$ cat config.mk
export PLATFORM = sky130hd
export DESIGN_NAME = alu_slice_serial
export DESIGN_NICKNAME = d
export VERILOG_FILES = /design/src/rtl/alu_slice_serial.sv
export SDC_FILE = /design/constraint.sdc
export NUM_CORES = 1
export LEC_CHECK = 0
export BUFFER_PORTS_ARGS = -buffer_cell sky130_fd_sc_hd__buf_2
export CAP_MARGIN = 30
export CORE_MARGIN = 1
export CORE_UTILIZATION = 41
export CTS_CLUSTER_SIZE = 10
export DETAILED_ROUTE_END_ITERATION = 6
export GPL_TIMING_DRIVEN = 0
export PLACE_DENSITY_LB_ADDON = 0.08
export SETUP_SLACK_MARGIN = 0.4
export SLEW_MARGIN = 20
export SYNTH_ARGS = -nofsm -noshare
export SYNTH_HDL_FRONTEND = slang
export SYNTH_SLANG_ARGS = --single-unit
$ cat constraint.sdc
create_clock -name clk -period 8.9 [get_ports clk]
set_clock_uncertainty 0.1 [all_clocks]
set_input_delay 1.78 -clock clk [delete_from_list [all_inputs] [get_ports clk]]
set_output_delay 1.78 -clock clk [all_outputs]
set_load 0.05 [all_outputs]
$ cat src/rtl/alu_slice_serial.sv
// alu_slice_serial
//   Multi-cycle ALU. A WIDTH-bit operation is evaluated SLICE bits per clock,
//   least-significant slice first. The carry and the running zero test are
//   carried between slices in registers. Valid/ready handshake on both sides.
//
//   Optional build macro: ALU_LOGIC_BYPASS_EN
//     defined   - non-arithmetic operations are evaluated over the full width
//                 in a single RUN cycle (latency 1); add/sub still take N cycles
//     undefined - every operation takes N = WIDTH/SLICE cycles
//
// Ports
//   clk        rising-edge clock
//   reset_n    synchronous active-low reset
//   in_valid   operands/cntrl valid
//   in_ready   block can accept an operation (IDLE and not in reset)
//   A, B       WIDTH-bit operands
//   cntrl      000 B, 010 A+B, 011 A-B, 100 A&B, 101 A|B, 110 A^B, 001/111 zero
//   out_valid  result and flags valid (DONE)
//   out_ready  consumer accepts result
//   result     WIDTH-bit result
//   negative   result[WIDTH-1]
//   zero       result == 0
//   overflow   signed overflow, add/sub only
//   carry_out  carry out of bit WIDTH-1, add/sub only
module alu_slice_serial #(
   parameter int WIDTH = 64,
   parameter int SLICE = 8
) (
   input  logic             clk,
   input  logic             reset_n,
   input  logic             in_valid,
   output logic             in_ready,
   input  logic [WIDTH-1:0] A,
   input  logic [WIDTH-1:0] B,
   input  logic [2:0]       cntrl,
   output logic             out_valid,
   input  logic             out_ready,
   output logic [WIDTH-1:0] result,
   output logic             negative,
   output logic             zero,
   output logic             overflow,
   output logic             carry_out
);

   generate
      if (SLICE < 1) begin : g_bad_slice
         $error("alu_slice_serial: SLICE must be >= 1");
      end else if (WIDTH % SLICE != 0) begin : g_bad_width
         $error("alu_slice_serial: WIDTH must be a multiple of SLICE");
      end
   endgenerate

   localparam int N  = (SLICE >= 1) ? WIDTH / SLICE : 1;
   localparam int CW = (N > 1) ? $clog2(N) : 1;
   localparam logic [CW-1:0] LAST = CW'(N - 1);

   typedef enum logic [1:0] {IDLE, RUN, DONE} state_t;

   state_t           state, state_nxt;
   logic             accept;
   logic [WIDTH-1:0] a_q, b_q;
   logic [2:0]       op_q;
   logic             carry_q, zacc_q;
   logic [CW-1:0]    cnt_q;
   logic [WIDTH-1:0] result_q;
   logic             neg_q, zero_q, ovf_q, cout_q;

   // Full-width bitwise operations; also the source of each slice's logic bits.
   function automatic logic [WIDTH-1:0] logic_op(input logic [2:0] op,
                                                 input logic [WIDTH-1:0] a,
                                                 input logic [WIDTH-1:0] b);
      case (op)
         3'b000:  return b;
         3'b100:  return a & b;
         3'b101:  return a | b;
         3'b110:  return a ^ b;
         default: return '0;
      endcase
   endfunction

   logic             is_arith, is_sub, wide, last;
   logic [SLICE-1:0] a_s, b_s, slice_res;
   logic [SLICE:0]   sum;
   logic             carry_msb;
   logic [WIDTH-1:0] lw;

   always_comb begin
      is_arith  = (op_q[2:1] == 2'b01);
      is_sub    = (op_q == 3'b011);
      a_s       = a_q[cnt_q*SLICE +: SLICE];
      // Subtraction is A + ~B + 1; the +1 arrives through the preloaded carry.
      b_s       = b_q[cnt_q*SLICE +: SLICE] ^ {SLICE{is_sub}};
      sum       = {1'b0, a_s} + {1'b0, b_s} + {{SLICE{1'b0}}, carry_q};
      // Carry into the slice MSB, recovered from the sum bit.
      carry_msb = a_s[SLICE-1] ^ b_s[SLICE-1] ^ sum[SLICE-1];
      lw        = logic_op(op_q, a_q, b_q);
      slice_res = is_arith ? sum[SLICE-1:0] : lw[cnt_q*SLICE +: SLICE];
`ifdef ALU_LOGIC_BYPASS_EN
      wide      = !is_arith;
`else
      wide      = 1'b0;
`endif
      last      = wide || (cnt_q == LAST);
   end

   always_ff @(posedge clk) begin
      if (!reset_n) state <= IDLE;
      else          state <= state_nxt;
   end

   always_comb begin
      state_nxt = state;
      in_ready  = 1'b0;
      out_valid = 1'b0;
      accept    = 1'b0;
      case (state)
         IDLE: begin
            in_ready = reset_n;
            if (in_valid && reset_n) begin
               accept    = 1'b1;
               state_nxt = RUN;
            end
         end
         RUN: begin
            if (last) state_nxt = DONE;
         end
         DONE: begin
            out_valid = 1'b1;
            if (out_ready) state_nxt = IDLE;
         end
         default: state_nxt = IDLE;
      endcase
   end

   // Operand latch happens on acceptance; result and flags are built up in RUN.
   always_ff @(posedge clk) begin
      if (!reset_n) begin
         result_q <= '0;
         neg_q    <= 1'b0;
         zero_q   <= 1'b0;
         ovf_q    <= 1'b0;
         cout_q   <= 1'b0;
         carry_q  <= 1'b0;
         zacc_q   <= 1'b0;
         cnt_q    <= '0;
      end else begin
         if (accept) begin
            a_q     <= A;
            b_q     <= B;
            op_q    <= cntrl;
            carry_q <= (cntrl[2:1] == 2'b01) & cntrl[0];
            zacc_q  <= 1'b1;
            cnt_q   <= '0;
         end else if (state == RUN) begin
            if (wide) begin
               result_q <= lw;
               neg_q    <= lw[WIDTH-1];
               zero_q   <= (lw == '0);
               ovf_q    <= 1'b0;
               cout_q   <= 1'b0;
            end else begin
               result_q[cnt_q*SLICE +: SLICE] <= slice_res;
               carry_q <= sum[SLICE];
               zacc_q  <= zacc_q & (slice_res == '0);
               cnt_q   <= cnt_q + 1'b1;
               if (last) begin
                  neg_q  <= slice_res[SLICE-1];
                  zero_q <= zacc_q & (slice_res == '0);
                  cout_q <= is_arith & sum[SLICE];
                  ovf_q  <= is_arith & (carry_msb ^ sum[SLICE]);
               end
            end
         end
      end
   end

   assign result    = result_q;
   assign negative  = neg_q;
   assign zero      = zero_q;
   assign overflow  = ovf_q;
   assign carry_out = cout_q;

endmodule

* Yosys cells after proc, flatten, opt, wreduce, memory -nomap -nowiden
Index checks and enable logic that the tools add are counted.
** Storage, ports and cells
- Bits of input ports :: 135
- Logic and storage cells :: 71
- Bits in registers :: 206
** Operators by class
- Eq/ne operators :: 12
- Shift-type cells :: 5
- Add/subtract/negate cells :: 4
- Bitwise operators :: 13
- Reductions and logical operators :: 10
- Multiplexer cells :: 15
** Operators with widths (number)
- one-hot mux 64 bit (4 select lines) :: 1
- variable part select 64 x 7 -> 8 bit :: 3
- AND 64 bit :: 1
- bitwise mux 64 bit :: 1
- bitwise OR 64 bit :: 1
- variable shift 8 x 34 -> 64 bit, first input constant :: 1
- variable part select 8 x 34 -> 64 bit :: 1
- XOR 64 bit :: 1
- negator 6 -> 34 bit :: 1
- == test 3 bit, second input constant :: 4
- adder 8 x 8 -> 9 bit :: 1
- adder 9 x 1 -> 9 bit :: 1
- zero test 8 bit :: 1
- two-way mux 1 bit :: 8
- two-way mux 8 bit :: 1
- XOR 8 bit :: 1
- == test 2 x 1 -> 1 bit, second input constant :: 3
- two-way mux 2 bit :: 3
- != test 2 bit, second input constant :: 3
- one-hot mux 2 bit (3 select lines) :: 1
- AND reduction 3 bit :: 2
- AND 1 bit :: 4
- AND reduction 2 bit :: 2
- adder 3 x 1 -> 3 bit, second input constant :: 1
- other kinds (9) :: 12

* Logic depth before layout (Yosys ltp)
Gate-level depths: netlist of the first run.
- Word-level depth :: 9
- Gate-level depth with buffers :: 17

* Least setup slack after synthesis of the first run
OpenSTA, ideal clock, no wires.
- Kind :: input-to-reg
- From :: in reset_n
- To :: reg a_q[0], enable pin
- Data required time :: 8.316 ns
- Path buffers :: 1
- Setup slack :: 2.679 ns
- Arrival :: 5.637 ns
- Setup time :: 0.484 ns
- Cell stages on the path :: 5
- Path through :: clkbuf_1 > nand2b_1 > nor2_1 > nand2_1 > inv_1
** Between the ends
- Longest elaborated chain between the ends :: 4
** Ends and longest elaborated chain
- from (decl) :: line 30 : input logic reset_n,
- logical AND 1 bit :: line 119 : if (in_valid && reset_n) begin
- two-way mux 1 bit :: line 119
- two-way mux 1 bit :: line 116 : case (state)
- AND reduction 2 bit (no line) *
- to (signal assigned) :: line 148 : a_q <= A;
- to (decl) :: line 61 : logic [WIDTH-1:0] a_q, b_q;
Every way passes the cells marked *; elsewhere a longest branch is shown, timed or not.
A chain may end at the register's enable or synchronous reset.

* Final worst setup path of the first run
- From :: reg cnt_q[1]
- To :: reg zero_q (netlist: zero)
** Between the ends
- Longest elaborated chain between the ends :: 7
** Ends and longest elaborated chain
- from (decl) :: line 64 : logic [CW-1:0] cnt_q;
- from (signal assigned) :: line 165 : cnt_q <= cnt_q + 1'b1;
- variable part select 64 x 7 -> 8 bit :: line 92 : b_s = b_q[cnt_q*SLICE +: SLICE] ^ {SLICE{is_sub}};
- XOR 8 bit :: line 92
- adder 8 x 8 -> 9 bit :: line 93 : sum = {1'b0, a_s} + {1'b0, b_s} + {{SLICE{1'b0}}, carry_q};
- adder 9 x 1 -> 9 bit :: line 93
- two-way mux 8 bit :: line 97 : slice_res = is_arith ? sum[SLICE-1:0] : lw[cnt_q*SLICE +: SLICE];
- zero test 8 bit :: line 168 : zero_q <= zacc_q & (slice_res == '0);
- AND 1 bit :: line 168
- to (signal assigned) :: line 158 : zero_q <= (lw == '0);
- to (signal assigned) :: line 168
- to (decl) :: line 66 : logic neg_q, zero_q, ovf_q, cout_q;
Parallel ways exist; a longest one is shown, timed or not.

==> results.py, run 1 <==
metrics = {
    "outcome": {
        "status": "finished, final reports clean",
    },
    "synthesis": {
        "synth_top_flop_cell": "edfxtp_1",
        "netlist_top_cells_count": "142 x ha_1, 140 x inv_1, 131 x edfxtp_1",
        "synthAdderAreaFrac": 0.139,
        "muxShareOfSynthArea": 0.105,
        "synth_compound_area_frac": 0.152,
        "synth_top_area_frac": 0.302,
        "synth_area_per_cell_um2": 10.6,
        "synth_xor_area_frac": 0.00874,
        "synthSimpleGateAreaFrac": 0.109,
        "yosysMostFrequentCell": "ha_1",
        "yosysSeqAreaShare": 0.417,
        "synthCells": 1232,
        "ys_warn_count": 0,
        "synth_edf_count": 131,
        "syn-cell-area_um2": 13000,
        "ys_async_sr_fraction": 0,
        "ys_seq_elements": 206,
        "syn_nets": 1511,
        "synth.area.top_cells": "edfxtp_1 30%, ha_1 14%, dfxtp_1 12%",
        "netlist.top_cell.by_area": "edfxtp_1",
        "yosysUniqueCellTypes": 80,
        "synth_top_family_by_area": "compound AO/OA/AOI/OAI gates",
    },
    "critical_path": {
        "crit_chain": "buf_1 -> clkbuf_1 -> clkbuf_1 -> mux4_2 -> mux2i_1 -> xnor2_1 -> fa_1 -> fa_1 -> xnor2_1 -> a2111o_1 -> a211oi_4 -> nand3_1 -> or4_4 -> o31ai_2",
        "cp.arrival_ps": 7370,
        "start_kind": "flip-flop",
        "ff2ff_path_depth": 14,
        "path_max_fanout": 10,
        "crit_buf_inv": 3,
        "end_kind": "flip-flop",
        "critPathMaxStageDelay_ps": 810,
        "slowest_stage": "clkbuf_1",
        "worst_path_dominant_cell_family": "buffers and inverters",
        "criticalPathCategory": "flip-flop to flip-flop",
        "cp.depth": 14,
        "cp_data_required_time_ps": 9260,
    },
    "place": {
        "hpwlAfterDp_um": 31800,
        "postPlaceCellArea_um2": 14600,
        "gp_congestion": 0.950,
        "portBuffers": 203,
    },
    "finish": {
        "fillers": 2920,
        "fin_area_um2": 15400,
        "ff_latch_area_um2": 5440,
        "multi_input_area_um2": 6710,
        "drive_gt1_frac": 0.224,
        "fin_nets": 1748,
        "diodes": 0,
        "syn2layout_area_growth_pct": 17.9,
    },
    "timing": {
        "fmax_mhz": 143,
        "hold_violations": 0,
        "setup_tns_ps": 0,
        "report.final.slew_viol_count": 0,
        "min_period_ps": 7010,
        "rsz0062_at_grt": "false",
        "timing.final.crit_share": 0.788,
        "tightest_slew_ps": 1020,
        "maxSlewHeadroom": 0.317,
        "whs_ps": 364,
        "setup_viol": 0,
    },
    "floorplan": {
        "start_util": 0.421,
        "die_x_um": 180,
        "rows": 64,
        "core_area_um2": 30900,
        "die-area_um2": 32500,
        "pin_count": 205,
        "chipHeight_um": 180,
    },
    "routing": {
        "wirelength_um": 43500,
        "via_per_inst": 5.67,
        "ant_nets": 0,
        "firstDrtPassIters": 6,
        "vias": 10700,
        "drtIter0Drc": 951,
        "routedWlPerCell_um": 23.1,
        "drc": 0,
    },
    "hold_path": {
        "hold_path_class": "flip-flop to flip-flop",
        "min_path_cells": 2,
    },
    "clocking": {
        "hold_buffers": 0,
        "cts_tree": "yes",
        "clock_latency_ps": 540,
        "postCtsSetupBuffers": 0,
        "post_cts_resized": 0,
        "clkSlewWorstSetupHoldPaths_ps": 60,
        "cts-root-buf": "clkbuf_16",
        "clock_path_buffers": 3,
        "cts_htree_levels": 1,
        "cts_sinks": 206,
        "numCtsBuffers": 25,
    },
    "global_route": {
        "grt_usage": 0.265,
        "grt_max_degree": 72,
        "first_global_vias": 10300,
        "antenna_found_initial": 0,
        "grt_pass1_wl_um": 64800,
        "grt_overflow": 0,
    },
    "power": {
        "switching_share": 0.277,
        "seqPwrFrac": 0.446,
        "power_mw": 2.42,
        "vdd_drop_max_mv": 0.142,
        "power.density_nw_per_um2": 157,
        "pwr-share-clk": 0.379,
        "p_sw_mw": 0.671,
        "comb_power_share": 0.175,
        "p_int_mw": 1.75,
        "leakagePower_nw": 6.74,
    },
    "flow_run": {
        "cap_viol_max_count": 0,
    },
}
layout by cell type (no fill, tap or decap), types with 11 or more instances in the layout:
| cell type | count |
|---|---|
| a221oi_1 | 13 |
| a211oi_1 | 11 |
| mux2i_1 | 55 |
| o21ai_0 | 48 |
| nor2_1 | 39 |
| nor2b_1 | 55 |
| edfxtp_1 | 131 |
| a22oi_1 | 20 |
| o22ai_1 | 26 |
| clkbuf_16 | 26 |
| nor3_1 | 37 |
| buf_2 | 225 |
| ha_1 | 142 |
| inv_1 | 139 |
| and2_1 | 20 |
| dfxtp_1 | 75 |
| nand2_1 | 69 |
| mux4_2 | 33 |
| clkbuf_1 | 48 |
| a21oi_1 | 66 |
sequential cells by signal, indices dropped and copies added (netlist names):
| name | cells |
|---|---|
| a_q | 64 |
| result | 64 |
| op_q | 3 |
| state | 2 |
| b_q | 64 |
| overflow | 1 |
| cnt_q | 3 |
| zacc_q | 1 |
| zero | 1 |
| carry_q | 1 |
| negative | 1 |
| carry_out | 1 |
power by group through the flow:
stage	combinational, mW	clock (mW)	sequential [mW]
2_1_floorplan	0.248	0	1.10
3_3_place_gp	0.407	0	1.10
3_5_place_dp	0.417	0	1.10
4_1_cts	0.419	0.939	1.08
5_1_grt	0.455	0.978	1.08
6_report	0.424	0.916	1.08
cells by family after synthesis:
logic type	after synthesis
buf+inv	216
compound gates	286
xor+xnor	13
simple gates	273
mux	94
fa+ha+maj	144
flops	206
tightest hold or removal path, cell delays in order, from the launching register on:
cell and delay (ps):
dfxtp_1 310, nand2_1 50, a21boi_0 60
layer usage:
metal,part of all wire,wire [um],global-route usage
met5,0,0,0
met4,0.031,1360,0.0817
met3,0.079,3440,0.0394
met2,0.44,19000,0.415
met1,0.45,19700,0.375
layout make-up:
type | count | share of cell area
buffer | 74 | 0.0235
clock buffer | 40 | 0.0458
clock inverter | 3 | 0.00138
inverter | 142 | 0.0350
multi-input combinational | 810 | 0.437
sequential | 206 | 0.354
tap | 396 | 0.0323
timing repair buffer | 210 | 0.0716
through the flow:
step / std cells / worst slack [ps] / util
after global routing: 1881 / 1790 / 0.497
after CTS: 1881 / 1980 / 0.497
final: 1881 / 1890 / 0.497
after detailed placement: 1838 / 1990 / 0.474
after floorplan: 1232 / 2680 / -
after global placement: 1831 / 1560 / 0.470
worst paths after layout:
kind | from | slack (ps) | to
max reg2reg | cnt_q[1] | 1890 | zero
min | overflow | 360 | overflow
min reg2reg | overflow | 360 | overflow
max | cnt_q[1] | 1890 | zero
Note: power is estimated with default switching activity, not from simulation.
==> run 2: changes to the inputs <==
ABC_AREA = 1   (was unset)
clock period = 5.6 ns   (was 8.9 ns; I/O delays follow)
==> run 2 against run 1 <==
Effect of this change:
- highest routed layer unchanged
- largest power group unchanged
- sequential cell count unchanged
- global-route usage rose by 2.0 points
- power is 63% higher
- final area rose by 1.8%
- largest cell class unchanged
- worst hold slack better by 11 ps
- sequential power increased by 60%
==> results.py, run 2 <==
metrics = {
    "floorplan": {
        "chipHeight_um": 182,
        "die-area_um2": 33200,
        "rows": 65,
        "start_util": 0.419,
        "pin_count": 205,
        "die_x_um": 182,
        "core_area_um2": 31700,
    },
    "critical_path": {
        "criticalPathCategory": "flip-flop to flip-flop",
        "cp.arrival_ps": 5390,
        "end_kind": "flip-flop",
        "crit_path_start": "cnt_q[0]",
        "r2r_start": "cnt_q[0]",
        "path_max_fanout": 10,
        "start_kind": "flip-flop",
        "cp_data_required_time_ps": 5970,
        "ff2ff_path_depth": 25,
    },
    "synthesis": {
        "synth.area.top_cells": "edfxtp_1 30%, ha_1 13%, dfxtp_1 11%",
        "synthCells": 1687,
        "synth_area_per_cell_um2": 7.88,
        "syn-cell-area_um2": 13300,
        "synth_top_flop_cell": "edfxtp_1",
        "ys_seq_elements": 206,
        "yosysUniqueCellTypes": 37,
        "netlist_top_cells_count": "289 x nand2_1, 266 x inv_1, 164 x o21ai_0",
        "netlist.top_cell.by_area": "edfxtp_1",
        "synth_edf_count": 131,
        "synth_top_area_frac": 0.296,
        "syn_nets": 1966,
        "yosysSeqAreaShare": 0.409,
        "ys_async_sr_fraction": 0,
        "ys_warn_count": 0,
        "yosysMostFrequentCell": "nand2_1",
    },
    "hold_path": {
        "hp-start": "overflow",
        "min_path_cells": 2,
        "hold_path_class": "flip-flop to flip-flop",
    },
    "global_route": {
        "grt_max_degree": 38,
        "grt_overflow": 0,
        "gr-usage-met1": 0.374,
        "first_global_vias": 12000,
        "grt_pass1_wl_um": 70700,
        "gr-usage-met2": 0.459,
        "antenna_found_initial": 0,
        "met3_usage": 0.0517,
        "grt_usage": 0.285,
        "busiest_layer": "met2",
    },
    "timing": {
        "min_period_ps": 5020,
        "setup_viol": 0,
        "hold_violations": 0,
        "report.final.slew_viol_count": 0,
        "tightest_slew_ps": 972,
        "timing.final.crit_share": 0.896,
        "rsz0062_at_grt": "false",
        "maxSlewHeadroom": 0.349,
        "fmax_mhz": 199,
        "setup_tns_ps": 0,
    },
    "finish": {
        "final_common_cell": "nand2_1",
        "syn2layout_area_growth_pct": 17.6,
        "fin_area_um2": 15600,
        "drive_gt1_frac": 0.165,
        "fin_nets": 2204,
        "fillers": 3208,
        "mostFrequentLayoutCells": "289 x nand2_1, 265 x inv_1, 244 x buf_2",
        "diodes": 0,
    },
    "place": {
        "hpwlAfterDp_um": 35200,
        "gp_congestion": 0.937,
        "postPlaceCellArea_um2": 14900,
        "portBuffers": 204,
    },
    "power": {
        "power.density_nw_per_um2": 252,
        "leakagePower_nw": 7.63,
        "vdd_drop_max_mv": 0.204,
    },
    "routing": {
        "ant_nets": 0,
        "via_per_inst": 5.42,
        "routedWlPerCell_um": 20.4,
        "firstDrtPassIters": 5,
        "vias": 12700,
        "drtIter0Drc": 1124,
        "drc": 0,
        "wirelength_um": 47600,
    },
    "clocking": {
        "cts_htree_levels": 1,
        "cts_tree": "yes",
        "numCtsBuffers": 25,
        "postCtsSetupBuffers": 0,
        "clkSlewWorstSetupHoldPaths_ps": 60,
        "cts_sinks": 206,
        "cts-root-buf": "clkbuf_16",
        "clock_path_buffers": 3,
        "clock_latency_ps": 550,
    },
    "flow_run": {
        "cap_viol_max_count": 0,
    },
    "outcome": {
        "status": "finished, final reports clean",
    },
}
[run 2: final timing paths]
path / slack, ps / end
worst max register to register: 580 / zero
worst min-delay path: 380 / overflow
worst max-delay path: 580 / zero
worst min register to register: 380 / overflow
[run 2: stage by stage]
step	cells	worst slack, ps	hold slack [ps]	utilization	total power [mW]
after detailed placement	2300	260	365	0.470	2.53
after floorplan	1687	970	372	-	2.23
after CTS	2336	424	374	0.492	3.97
after global placement	2293	268	364	0.467	2.52
final	2336	581	376	0.493	3.94
after global routing	2336	410	387	0.493	4.12
[run 2: area by class of cell]
type	instances	area, um^2	area share
Buffer	96	492	0.0314
Clock buffer	33	666	0.0426
Clock inverter	3	33.8	0.00216
Inverter	275	1040	0.0663
Multi-Input combinational cell	1110	6370	0.407
Sequential cell	206	5440	0.348
Tap cell	402	503	0.0322
Timing Repair Buffer	211	1100	0.0704
[run 2: timing repair]
| item | 4_1_cts | 5_1_grt |
|---|---|---|
| resized for setup | 2 | 19 |
| hold buffers | 0 | 0 |
| setup endpoints to repair | 8 | 32 |
[run 2: worst max-delay path, stage by stage (launching register included)]
cell	delay [ps]
dfxtp_1	410
buf_2	280
buf_2	370
clkbuf_2	380
buf_2	380
buf_2	370
o21ai_0	150
nand3_1	130
nand2_1	110
fa_1	450
fa_1	380
inv_1	100
nand3_1	70
nand2_1	90
nand2_1	70
nand2_1	80
nand2_1	70
nand2_1	60
nand2_1	60
nand3_1	80
nand2_1	210
nor2_1	150
nand2_1	70
nor2_2	130
nand2_1	60
a21oi_1	110
[run 2: power breakdown]
| part | switching (mW) | leakage (nW) | internal (mW) |
|---|---|---|---|
| Sequential | 0.0489 | 1.82 | 1.68 |
| Clock | 0.594 | 0.342 | 0.825 |
| Combinational | 0.555 | 5.47 | 0.237 |
[run 2: per-layer routing]
layer,vias up,wire [um]
li1,6063,-
met1,5937,20400
met5,-,0
met3,121,3670
met2,531,21500
met4,0,2000
[run 2: cell families after synthesis]
kind of cell	synth area share
DFF	0.409
adders and majority gates	0.137
xor gates and xnor gates	0.00527
buffers and inverters	0.113
AOI/OAI and AO/OA	0.126
and+or+nand+nor	0.210
==> run 3: changes to the inputs <==
clock period = 6.3 ns   (was 5.6 ns; I/O delays follow)
==> run 3 against run 2 <==
Effect of this change:
- worst hold slack got worse by 3.3 ps
- die area did not move
- sequential share of layout area barely moved
- critical path type unchanged
- critical endpoint unchanged
==> results.py, run 3 (synthesis gave the netlist of run 2 again) <==
metrics = {
    "critical_path": {
        "worst_path_dominant_cell_family": "buffers and inverters",
        "slowest_stage": "clkbuf_1",
        "path_max_fanout": 10,
        "criticalPathCategory": "flip-flop to flip-flop",
        "end_kind": "flip-flop",
        "start_kind": "flip-flop",
        "cp_data_required_time_ps": 6670,
        "ff2ff_path_depth": 25,
        "cp_common_cell": "nand2_1",
        "r2r_start": "cnt_q[0]",
        "reg2reg_slack_ps": 740,
        "crit_buf_inv": 6,
        "cp.arrival_ps": 5920,
        "r2r_end": "zero",
        "critPathMaxStageDelay_ps": 660,
    },
    "clocking": {
        "post_cts_resized": 0,
        "hold_buffers": 0,
        "cts_tree": "yes",
        "cts_sinks": 206,
        "postCtsSetupBuffers": 0,
        "cts_htree_levels": 1,
        "clock_latency_ps": 550,
        "clkSlewWorstSetupHoldPaths_ps": 60,
        "numCtsBuffers": 25,
        "clock_path_buffers": 3,
        "cts-root-buf": "clkbuf_16",
    },
    "timing": {
        "hold_violations": 0,
        "setup_tns_ps": 0,
        "rsz0062_at_grt": "false",
        "setup_viol": 0,
        "timing.final.crit_share": 0.882,
        "maxSlewHeadroom": 0.289,
        "tightest_slew_ps": 1060,
        "report.final.slew_viol_count": 0,
        "fmax_mhz": 180,
        "min_period_ps": 5560,
        "setup_ws_ps": 742,
    },
    "place": {
        "portBuffers": 204,
        "pre_cts_slack_ps": 960,
        "gp_congestion": 0.937,
        "hpwlAfterDp_um": 35200,
    },
    "power": {
        "vdd_drop_max_mv": 0.182,
        "leakagePower_nw": 7.59,
        "power.density_nw_per_um2": 224,
    },
    "routing": {
        "ant_nets": 0,
        "drc": 0,
        "via_per_inst": 5.42,
        "firstDrtPassIters": 5,
        "wirelength_um": 47600,
        "routedWlPerCell_um": 20.4,
        "drtIter0Drc": 1113,
        "vias": 12700,
    },
    "global_route": {
        "grt_usage": 0.285,
        "grt_max_degree": 38,
        "first_global_vias": 12000,
        "grt_overflow": 0,
        "grt_pass1_wl_um": 70700,
        "antenna_found_initial": 0,
    },
    "hold_path": {
        "hp-start": "overflow",
        "min_path_cells": 2,
        "holdPathEnd": "overflow",
        "hold_path_class": "flip-flop to flip-flop",
    },
    "flow_run": {
        "cap_viol_max_count": 0,
    },
    "finish": {
        "fillers": 3217,
        "final_common_cell": "nand2_1",
        "multi_input_area_um2": 6370,
        "drive_gt1_frac": 0.160,
        "ff_latch_area_um2": 5440,
        "diodes": 0,
        "mostFrequentLayoutCells": "289 x nand2_1, 265 x inv_1, 245 x buf_2",
        "fin_nets": 2204,
        "syn2layout_area_growth_pct": 17.4,
    },
    "floorplan": {
        "pin_count": 205,
        "core_area_um2": 31700,
        "rows": 65,
        "chipHeight_um": 182,
        "die_x_um": 182,
        "die-area_um2": 33200,
        "start_util": 0.419,
    },
    "outcome": {
        "status": "finished, final reports clean",
    },
}
==> run 3: changes by cell type in the layout (fill, tap and decap cells not counted) <==
| cell | change |
|---|---|
| clkbuf_1 | +9 |
| clkbuf_2 | -9 |
| clkbuf_4 | -2 |
| buf_1 | +1 |
| buf_2 | +1 |
==> run 3: final cells by class <==
type                       instances  share of cell area
inverter                         275              0.0663
tap                              402              0.0322
buffer                            96              0.0304
multi-input combinational       1110               0.408
clock inverter                     3             0.00216
timing repair buffer             211              0.0705
clock buffer                      33              0.0426
sequential                       206               0.348
==> run 3: where the power goes <==
part	switching [mW]	leakage (nW)	internal, mW	total (mW)
registers	0.0433	1.82	1.50	1.54
logic	0.492	5.43	0.209	0.701
clock network	0.529	0.342	0.733	1.26
==> run 3: per-layer routing <==
metal / wire length [um] / vias to the layer above / GRT usage
met4: 1990 / 0 / 0.123
met1: 20100 / 5929 / 0.374
met5: 0 / - / 0
met3: 3930 / 116 / 0.0517
li1: - / 6065 / -
met2: 21600 / 559 / 0.459
==> run 3: tightest hold or removal path, stage by stage, from the launching register on <==
cell,delay (ps)
dfxtp_1,310
nand2_1,60
a21oi_1,60
==> run 3: worst max path at each step <==
stage	slack, ps	from	endpoint	cells after the start
after floorplan	1530	reset_n	carry_q	6
after global placement	850	reset_n	carry_q	7
after CTS	930	cnt_q[0]	zero	26
after detailed placement	960	cnt_q[0]	zero	26
after global routing	530	cnt_q[0]	result[14]	24
final	740	cnt_q[0]	zero	25
==> run 3: metrics by stage <==
step | instance area, um^2 | hold WS [ps] | utilization | cells | total power [mW]
floorplan | 13300 | 372 | - | 1687 | 1.98
global placement | 14800 | 364 | 0.467 | 2293 | 2.24
detailed placement | 14900 | 365 | 0.470 | 2300 | 2.25
CTS | 15600 | 374 | 0.492 | 2336 | 3.53
global route | 15600 | 387 | 0.492 | 2336 | 3.66
finish | 15600 | 372 | 0.492 | 2336 | 3.50
